$ cat src/rtl/alu_hs_seq.sv
// alu_hs_seq: valid/ready ALU with an FSM and an N-cycle restoring divider.
// Define ALU_HS_SEG7_EN to add registered 7-segment outputs of the result.
module alu_hs_seq #(
  parameter int N              = 4,
  parameter bit ZERO_FLAG_FULL = 1'b1
) (
  input  logic         clk,
  input  logic         reset,
  input  logic         in_valid,
  output logic         in_ready,
  input  logic [N-1:0] a,
  input  logic [N-1:0] b,
  input  logic [3:0]   op,
  output logic         out_valid,
  input  logic         out_ready,
  output logic [N-1:0] result,
  output logic [N-1:0] result_hi,
  output logic [3:0]   flags,
  output logic         out_err
`ifdef ALU_HS_SEG7_EN
  ,
  output logic [6:0]   seg_units,
  output logic [6:0]   seg_tens
`endif
);

  localparam logic [3:0] OP_ADD = 4'd0;
  localparam logic [3:0] OP_SUB = 4'd1;
  localparam logic [3:0] OP_MUL = 4'd2;
  localparam logic [3:0] OP_DIV = 4'd3;
  localparam logic [3:0] OP_MOD = 4'd4;
  localparam logic [3:0] OP_AND = 4'd5;
  localparam logic [3:0] OP_OR  = 4'd6;
  localparam logic [3:0] OP_XOR = 4'd7;
  localparam logic [3:0] OP_SHL = 4'd8;
  localparam logic [3:0] OP_SHR = 4'd9;
  localparam int CW = $clog2(N);

  typedef enum logic [1:0] {
    S_IDLE, S_EXEC, S_DIV, S_DONE
  } state_t;

  state_t state_q, state_d;
  logic [N-1:0] a_q, a_d, b_q, b_d;
  logic [3:0]   op_q, op_d;
  logic [N-1:0] dq_q, dq_d, rm_q, rm_d;
  logic [CW-1:0] cnt_q, cnt_d;
  logic [N-1:0] res_q, res_d, hi_q, hi_d;
  logic [3:0]   flg_q, flg_d;
  logic         err_q, err_d;
  logic         ov_q, ov_d, rdy_q, rdy_d;

  logic [N:0]     sum, dif;
  logic [2*N-1:0] prod;
  logic [N-1:0]   alu_res, alu_hi;
  logic [3:0]     alu_flg;
  logic           alu_c, alu_v, alu_err, alu_ill;
  logic           alu_n, alu_z;

  always_comb begin
    sum     = {1'b0, a_q} + {1'b0, b_q};
    dif     = {1'b0, a_q} - {1'b0, b_q};
    prod    = {{N{1'b0}}, a_q} * {{N{1'b0}}, b_q};
    alu_res = '0;
    alu_hi  = '0;
    alu_c   = 1'b0;
    alu_v   = 1'b0;
    alu_err = 1'b0;
    alu_ill = 1'b0;
    case (op_q)
      OP_ADD: begin
        alu_res = sum[N-1:0];
        alu_c   = sum[N];
        alu_v   = (a_q[N-1] == b_q[N-1]) &&
                  (sum[N-1] != a_q[N-1]);
      end
      OP_SUB: begin
        alu_res = dif[N-1:0];
        alu_c   = dif[N];
        alu_v   = (a_q[N-1] != b_q[N-1]) &&
                  (dif[N-1] != a_q[N-1]);
      end
      OP_MUL: {alu_hi, alu_res} = prod;
      // only a zero divisor reaches EXEC with a divide op
      OP_DIV: begin
        alu_res = '1;
        alu_err = 1'b1;
      end
      OP_MOD: begin
        alu_res = a_q;
        alu_err = 1'b1;
      end
      OP_AND: alu_res = a_q & b_q;
      OP_OR:  alu_res = a_q | b_q;
      OP_XOR: alu_res = a_q ^ b_q;
      OP_SHL: alu_res = (32'(b_q) >= 32'(N)) ?
                        '0 : (a_q << b_q);
      OP_SHR: alu_res = (32'(b_q) >= 32'(N)) ?
                        '0 : (a_q >> b_q);
      default: begin
        alu_ill = 1'b1;
        alu_err = 1'b1;
      end
    endcase
    alu_n = (op_q == OP_MUL) ? alu_hi[N-1] : alu_res[N-1];
    alu_z = (op_q == OP_MUL && ZERO_FLAG_FULL) ?
            (prod == '0) : (alu_res == '0);
    alu_flg = alu_ill ? 4'b0100 : {alu_n, alu_z, alu_c, alu_v};
  end

  logic [N:0]   trial, tsub;
  logic         qbit;
  logic [N-1:0] qn, rn, dres;

  always_comb begin
    trial = {rm_q, dq_q[N-1]};
    tsub  = trial - {1'b0, b_q};
    qbit  = (trial >= {1'b0, b_q});
    rn    = qbit ? tsub[N-1:0] : trial[N-1:0];
    qn    = {dq_q[N-2:0], qbit};
    dres  = (op_q == OP_DIV) ? qn : rn;
  end

  always_comb begin
    state_d = state_q;
    a_d     = a_q;
    b_d     = b_q;
    op_d    = op_q;
    dq_d    = dq_q;
    rm_d    = rm_q;
    cnt_d   = cnt_q;
    res_d   = res_q;
    hi_d    = hi_q;
    flg_d   = flg_q;
    err_d   = err_q;
    unique case (state_q)
      S_IDLE: begin
        if (in_valid && rdy_q) begin
          a_d  = a;
          b_d  = b;
          op_d = op;
          if ((op == OP_DIV || op == OP_MOD) && b != '0) begin
            state_d = S_DIV;
            cnt_d   = '0;
            dq_d    = a;
            rm_d    = '0;
          end else begin
            state_d = S_EXEC;
          end
        end
      end
      S_EXEC: begin
        res_d   = alu_res;
        hi_d    = alu_hi;
        flg_d   = alu_flg;
        err_d   = alu_err;
        state_d = S_DONE;
      end
      S_DIV: begin
        dq_d  = qn;
        rm_d  = rn;
        cnt_d = cnt_q + CW'(1);
        if (cnt_q == CW'(N - 1)) begin
          res_d   = dres;
          hi_d    = '0;
          flg_d   = {dres[N-1], dres == '0, 2'b00};
          err_d   = 1'b0;
          state_d = S_DONE;
        end
      end
      S_DONE: begin
        if (out_ready) state_d = S_IDLE;
      end
    endcase
    ov_d  = (state_d == S_DONE);
    rdy_d = (state_d == S_IDLE);
  end

`ifdef ALU_HS_SEG7_EN
  function automatic logic [6:0] seg7(input logic [3:0] d);
    case (d)
      4'd0:    seg7 = 7'h40;
      4'd1:    seg7 = 7'h79;
      4'd2:    seg7 = 7'h24;
      4'd3:    seg7 = 7'h30;
      4'd4:    seg7 = 7'h19;
      4'd5:    seg7 = 7'h12;
      4'd6:    seg7 = 7'h02;
      4'd7:    seg7 = 7'h78;
      4'd8:    seg7 = 7'h00;
      4'd9:    seg7 = 7'h10;
      default: seg7 = 7'h7F;
    endcase
  endfunction

  logic [31:0] dec_v;
  logic [6:0]  seg_u_q, seg_u_d, seg_t_q, seg_t_d;

  always_comb begin
    dec_v   = 32'(res_d) % 32'd100;
    seg_u_d = 7'h7F;
    seg_t_d = 7'h7F;
    if (state_d == S_DONE) begin
      seg_u_d = seg7(4'(dec_v % 32'd10));
      seg_t_d = seg7(4'(dec_v / 32'd10));
    end
  end

  always_ff @(posedge clk or negedge reset) begin
    if (!reset) begin
      seg_u_q <= 7'h7F;
      seg_t_q <= 7'h7F;
    end else begin
      seg_u_q <= seg_u_d;
      seg_t_q <= seg_t_d;
    end
  end

  assign seg_units = seg_u_q;
  assign seg_tens  = seg_t_q;
`endif

  always_ff @(posedge clk or negedge reset) begin
    if (!reset) begin
      state_q <= S_IDLE;
      a_q     <= '0;
      b_q     <= '0;
      op_q    <= '0;
      dq_q    <= '0;
      rm_q    <= '0;
      cnt_q   <= '0;
      res_q   <= '0;
      hi_q    <= '0;
      flg_q   <= '0;
      err_q   <= 1'b0;
      ov_q    <= 1'b0;
      rdy_q   <= 1'b0;
    end else begin
      state_q <= state_d;
      a_q     <= a_d;
      b_q     <= b_d;
      op_q    <= op_d;
      dq_q    <= dq_d;
      rm_q    <= rm_d;
      cnt_q   <= cnt_d;
      res_q   <= res_d;
      hi_q    <= hi_d;
      flg_q   <= flg_d;
      err_q   <= err_d;
      ov_q    <= ov_d;
      rdy_q   <= rdy_d;
    end
  end

  assign in_ready  = rdy_q;
  assign out_valid = ov_q;
  assign result    = res_q;
  assign result_hi = hi_q;
  assign flags     = flg_q;
  assign out_err   = err_q;

endmodule
$ cat config.mk
export PLATFORM = sky130hd
export DESIGN_NAME = alu_hs_seq
export DESIGN_NICKNAME = d
export VERILOG_FILES = /design/src/rtl/alu_hs_seq.sv
export SDC_FILE = /design/constraint.sdc
export NUM_CORES = 1
export LEC_CHECK = 0
export BUFFER_PORTS_ARGS = -buffer_cell sky130_fd_sc_hd__buf_2
export CORE_ASPECT_RATIO = 0.8
export CORE_UTILIZATION = 55
export DETAILED_ROUTE_END_ITERATION = 7
export HOLD_SLACK_MARGIN = 0.03
export PLACE_DENSITY = 0.78
export SLEW_MARGIN = 20
export SYNTH_ARGS = -nofsm -noshare
export SYNTH_HDL_FRONTEND = slang
export SYNTH_SLANG_ARGS = --single-unit
$ cat constraint.sdc
create_clock -name clk -period 4.6 [get_ports clk]
set_clock_uncertainty 0.1 [all_clocks]
set_input_delay 0.23 -clock clk [delete_from_list [all_inputs] [get_ports clk]]
set_output_delay 0.23 -clock clk [all_outputs]
set_load 0.01 [all_outputs]
==> impl_metrics.csv, run 1 <==
group,metric,value,unit
worst_setup_path,worst-setup-path-type,"reg -> reg",
job,cap_viol_max_count,0,
placement,io_buffers,30,
cells_and_area,drive_gt1_frac,0.145,
worst_setup_path,ff2ff_path_depth,12,
drt,wirelength,8090,um
global_route,grt_use_total,0.278,
worst_setup_path,cp_slowest_cell,"dfrtp_1",
global_route,grt_overflow,0,
outcome,run_status,"finished clean",
sta,drv_slew,0,
sta,finalCritPeriodShare,0.777,
clock_tree,cts-root-buf,"clkbuf_8",
logic_synthesis,ys_ff_latch,39,
sta,max_slew.worst_pin.slew,0.871,ns
logic_synthesis,seq_area_frac_synth,0.302,
worst_setup_path,critPathRequiredTime,4.72,ns
worst_setup_path,worstReg2RegStart,"b_q[1]$_DFFE_PN0P_",
logic_synthesis,synth_nets,424,
logic_synthesis,async_flop_share,1.00,
drt,drt_iter0_drc,331,
worst_setup_path,reg2reg_to,"flags[3]$_DFFE_PN0P_",
sta,relSlewSlack,0.420,
worst_setup_path,cp_cell_sequence,"inv_1 > nor2_1 > fa_1 > ha_1 > ha_1 > a211oi_1 > o21bai_1 > a21oi_1 > xnor2_1 > o221a_2 > o21ai_0 > a21oi_1",
drt,routedWlPerCell,17.1,um
sta,fmax,280,MHz
clock_tree,cts_resized,0,
cells_and_area,n_antenna_cell,0,
min_path,min_path_type,"in -> reg",
global_route,first_global_vias,2640,
sta,setup-violations-final,0,
cells_and_area,syn2layout_area_growth,9.46,%
worst_setup_path,cp-end-kind,"flip-flop",
cells_and_area,most-common-layout-cells,"46 x nand2_1, 39 x dfrtp_1, 34 x nor2_1, 30 x buf_2, 29 x ha_1",
floorplanning,core,5560,um2
logic_synthesis,synthCells,372,
cells_and_area,fillers,497,
worst_setup_path,crit_fanout,13,
floorplanning,fp.dieW,87.6,um
worst_setup_path,r2r_slack,1.03,ns
worst_setup_path,arrival,3.70,ns
logic_synthesis,avgSynthCellArea,8.67,um2
cells_and_area,layout_commonest_cell,"nand2_1",
drt,vias,2899,
sta,grt_setup_unrepaired,"false",
clock_tree,cts_buffer_depth,2,
sta,fin_crit,3.57,ns
floorplanning,die_area,6180,um2
drt,firstDrtPassIters,5,
worst_setup_path,cp-endpoint,"flags[3]$_DFFE_PN0P_",
logic_synthesis,ys_warn_count,0,
drt,drcViolationCount,0,
global_route,grt_pass1_wl,13200,um
logic_synthesis,yosys.cell_types.count,57,
sta,hold_viol,0,
sta,setup_tns,0,ns
logic_synthesis,synth-edff-count,0,
drt,final_antenna_net_count,0,
clock_tree,cts.sinks,39,
worst_setup_path,start_kind,"flip-flop",
worst_setup_path,critPathLaunch,"b_q[1]$_DFFE_PN0P_",
placement,gp_congestion,0.951,
floorplanning,die_y,70.5,um
clock_tree,clkTransAtPathRegs,0.08,ns
clock_tree,cts_tree,"yes",
clock_tree,htree_levels,2,
clock_tree,cts_inserted_buffers,5,
global_route,grt_max_degree,40,
placement,dp_hpwl,6130,um
floorplanning,initial_utilization,0.581,
floorplanning,ios,31,
floorplanning,rows,24,
clock_tree,worstSkewPairLatency,0.30,ns
logic_synthesis,syn_area,3230,um2
cells_and_area,fin_nets,445,
global_route,antenna_found_initial,0,
logic_synthesis,ys.flop_type,"dfrtp_1",
drt,viasPerCell,6.14,
worst_setup_path,crit_path_max_incr_delay,0.61,ns
critical path: cells and delay by family (launching register included):
family / cells / cell delay [ns]
AOI/OAI and AO/OA: 6 / 1.05
xor gates and xnor gates: 1 / 0.20
adders and majority gates: 3 / 0.99
buffers and inverters: 1 / 0.32
DFF: 1 / 0.61
and+or+nand+nor: 1 / 0.22
cells in the mapped netlist (all sizes together), types with 4 or more instances:
| cell | number | share of area |
|---|---|---|
| xnor2 | 6 | 0.016 |
| nor4 | 5 | 0.012 |
| fa | 7 | 0.043 |
| o21ai | 25 | 0.039 |
| nand3 | 6 | 0.0093 |
| buf | 6 | 0.012 |
| a21o | 4 | 0.0093 |
| or3b | 4 | 0.011 |
| a22o | 5 | 0.014 |
| o32ai | 4 | 0.011 |
| clkbuf | 11 | 0.013 |
| nand2 | 46 | 0.054 |
| mux2i | 8 | 0.025 |
| nor2 | 34 | 0.040 |
| inv | 21 | 0.024 |
| dfrtp | 39 | 0.30 |
| ha | 29 | 0.11 |
| nor3 | 11 | 0.024 |
| nand2b | 9 | 0.017 |
| o211ai | 4 | 0.011 |
| a211o | 4 | 0.011 |
| o31ai | 5 | 0.016 |
| a21oi | 27 | 0.042 |
| o21a | 5 | 0.012 |
area by class of cell:
type | instances | area, um2 | share of cell area
multi-input combinational | 294 | 2100 | 0.594
sequential | 39 | 976 | 0.276
clock buffer | 6 | 82.6 | 0.0234
clock inverter | 2 | 35.0 | 0.00992
tap | 78 | 97.6 | 0.0276
inverter | 22 | 82.6 | 0.0234
timing repair buffer | 31 | 160 | 0.0453
registers in the layout, indices dropped and copies added, names as in the netlist, 2 cells and up:
register and flops:
b_q 4, state_q 2, result_hi 4, op_q 4
dq_q 4, a_q 4, flags 4, rm_q 4
cnt_q 2, result 4
through the flow:
stage	cells	hold WS [ns]	worst slack, ns	utilization	area [um2]
2_1_floorplan	372	-0.166	1.26	-	3230
3_3_place_gp	463	0.282	1.15	0.612	3400
3_5_place_dp	463	0.287	1.06	0.612	3400
4_1_cts	472	0.0435	1.05	0.635	3530
5_1_grt	472	0.0659	0.791	0.636	3530
6_report	472	0.0472	1.03	0.636	3530
routing by layer:
layer,track usage,share of wire,up-vias
met5,0,0,-
met4,0.0874,0.012,0
met3,0.0638,0.087,11
met2,0.384,0.41,150
met1,0.427,0.49,1363
li1,-,-,1375
worst min path at each step:
stage,cells after the start,start,slack [ns],to
6_report,3,op[1],0.05,op_q[1]$_DFFE_PN0P_
4_1_cts,3,op[1],0.04,op_q[1]$_DFFE_PN0P_
3_3_place_gp,1,reset,0.28,flags[1]$_DFFE_PN0P_
5_1_grt,3,op[1],0.07,op_q[1]$_DFFE_PN0P_
3_5_place_dp,1,reset,0.29,flags[0]$_DFFE_PN0P_
2_1_floorplan,0,reset,-0.17,a_q[0]$_DFFE_PN0P_
logic make-up after synthesis:
family / count (synthesis) / synth area share
muxes: 12 / 0.0423
adders and majority gates: 36 / 0.156
xor gates and xnor gates: 9 / 0.0244
and+or+nand+nor: 134 / 0.209
DFF: 39 / 0.302
AOI/OAI and AO/OA: 103 / 0.215
buffers and inverters: 39 / 0.0508
timing repair:
item | 4_1_cts | 5_1_grt
hold buffers | 1 | 0
endpoints found under the hold margin | 39 | 0
buffers inserted | 0 | 0
Power of run 1 is left out: the tool's default activity adds up to more than one toggle a clock period on the data nets, which glitch-free logic cannot reach.
==> inputs of run 2 (changes only) <==
Settings changed: CORE_UTILIZATION 55 to 54, PLACE_DENSITY 0.78 to 0.8.
Clock period 4.6 ns to 2.9 ns, I/O delays scaled along.
==> run 2 against run 1 <==
- the run now ends with setup timing left
- clock-buffer cell count grew 2
- highest routed layer unchanged
- critical endpoint is now flags[2]$_DFFE_PN0P_
- hold slack got worse by 0.0043 ns
- fmax grew 8.5%
- setup slack worse by 1.4 ns
- sequential cell count unchanged
- non-clock buffer count increased by 48
- critical path depth is 1 higher
- final area up 12%
- die area rose by 1.8%
- via count increased by 7.9%
==> impl_metrics.csv, run 2 (synthesis results as in run 1) <==
group,metric,value,unit
worst_setup_path,path_depth,13,
clock_tree,cts.sinks,39,
cells_and_area,fillers,468,
outcome,violations,"setup timing",
global_route,first_global_vias,2945,
cells_and_area,drive_gt1_frac,0.244,
drt,routedWlPerCell,17.1,um
placement,dp_hpwl,6640,um
cells_and_area,postLayoutCellArea,3950,um2
clock_tree,clkTransAtPathRegs,0.07,ns
worst_setup_path,arrival,3.40,ns
cells_and_area,most-common-layout-cells,"43 x nand2_1, 38 x dfrtp_1, 37 x buf_4, 33 x nor2_1, 30 x buf_2",
floorplanning,die_y,71.1,um
drt,vias,3129,
global_route,grt_use_total,0.307,
sta,fmax,304,MHz
drt,drcViolationCount,0,
sta,hold_viol,0,
floorplanning,die_area,6290,um2
min_path,hold_depth,3,
placement,gp_congestion,1.02,
clock_tree,worstSkewPairLatency,0.29,ns
floorplanning,ios,31,
placement,placed_area,3650,um2
worst_setup_path,start_kind,"flip-flop",
sta,hold_slack,0.0429,ns
drt,firstDrtPassIters,5,
sta,fin_crit,3.29,ns
cells_and_area,fin_nets,493,
cells_and_area,syn2layout_area_growth,22.5,%
placement,io_buffers,30,
global_route,grt_max_degree,40,
job,cap_viol_max_count,0,
min_path,min_path_type,"in -> reg",
worst_setup_path,critical-path-top-delay-family,"adder cells",
clock_tree,htree_levels,2,
floorplanning,core,5620,um2
sta,relSlewSlack,0.430,
sta,setup_slack,-0.391,ns
worst_setup_path,worst-setup-path-type,"reg -> reg",
floorplanning,fp.dieW,88.4,um
outcome,run_status,"finished, violations left",
global_route,grt_pass1_wl,14600,um
sta,finalCritPeriodShare,1.13,
drt,drt_iter0_drc,330,
worst_setup_path,cp-end-kind,"flip-flop",
clock_tree,cts-root-buf,"clkbuf_8",
sta,max_slew.worst_pin.slew,0.854,ns
worst_setup_path,ff2ff_path_depth,13,
drt,final_antenna_net_count,0,
clock_tree,cts_inserted_buffers,5,
drt,wirelength,8870,um
worst_setup_path,critPathRequiredTime,3.01,ns
worst_setup_path,cp_cell_sequence,"buf_4 > ha_1 > fa_1 > ha_1 > ha_1 > a211oi_2 > buf_4 > nor2_2 > xnor2_1 > nand3_1 > nor4_2 > nor3_1 > a21oi_2",
placement,post-place-ws,-0.373,ns
cells_and_area,fin_util,0.704,
worst_setup_path,path_common_cell,"ha_1",
worst_setup_path,cp_slowest_cell,"fa_1",
worst_setup_path,crit_fanout,3,
clock_tree,cts_tree,"yes",
cells_and_area,n_antenna_cell,0,
clock_tree,cts_buffer_depth,2,
sta,setup-violations-final,5,
sta,grt_setup_unrepaired,"true",
floorplanning,rows,24,
floorplanning,initial_utilization,0.575,
global_route,grt_overflow,0,
worst_setup_path,path_buf_inv,2,
cells_and_area,layout_commonest_cell,"nand2_1",
worst_setup_path,crit_path_max_incr_delay,0.48,ns
drt,viasPerCell,6.02,
sta,drv_slew,0,
global_route,antenna_found_initial,0,
==> run 2: cell types whose count changed in the layout (fill, tap and decap cells not counted), sizes merged <==
| cell | change |
|---|---|
| buf | +37 |
| clkbuf | +2 |
| clkinv | -1 |
| bufinv | -1 |
| dlygate4sd3 | +11 |
==> run 2: layout make-up <==
| cell class | instances | area, um2 | share of cell area |
|---|---|---|---|
| clock buffer | 8 | 100 | 0.0253 |
| multi-input combinational | 294 | 2150 | 0.543 |
| timing repair buffer | 79 | 548 | 0.139 |
| tap | 78 | 97.6 | 0.0247 |
| sequential | 39 | 977 | 0.247 |
| inverter | 22 | 82.6 | 0.0209 |
==> run 2: path summary, 6_finish.rpt <==
kind	from	to	slack (ns)
max reg2reg	b_q[2]$_DFFE_PN0P_	flags[2]$_DFFE_PN0P_	-0.39
max in group asynchronous	reset	a_q[1]$_DFFE_PN0P_	1.71
min reg2reg	result_hi[1]$_DFFE_PN0P_	result_hi[1]$_DFFE_PN0P_	0.38
min	a[0]	a_q[0]$_DFFE_PN0P_	0.04
max	b_q[2]$_DFFE_PN0P_	flags[2]$_DFFE_PN0P_	-0.39
min in group asynchronous	reset	result[1]$_DFFE_PN0P_	0.40
==> run 2: tightest hold or removal path, cell delays in order <==
cell	delay, ns
buf_2	0.10
nand2_1	0.05
o21ai_0	0.10
==> run 2: stage by stage <==
step | setup TNS (ns) | std cells
floorplan | -0.548 | 372
global placement | -0.627 | 496
detailed placement | -1.16 | 496
CTS | -1.43 | 521
global route | -2.10 | 520
finish | -1.17 | 520
==> run 2: repair_timing <==
action	4_1_cts	5_1_grt
hold endpoints to repair	50	0
setup endpoints to repair	5	7
pin swaps	12	13
hold buffers	12	0
buffers inserted	5	0
gates resized for setup	3	10
==> run 2: layer usage <==
metal | wire length [um] | vias to the layer above | GRT usage
met5 | 0 | - | 0
met4 | 134 | 0 | 0.0520
met3 | 731 | 23 | 0.0665
met2 | 3990 | 151 | 0.473
met1 | 4020 | 1480 | 0.449
li1 | - | 1475 | -
Power of run 2 is left out for the same reason.
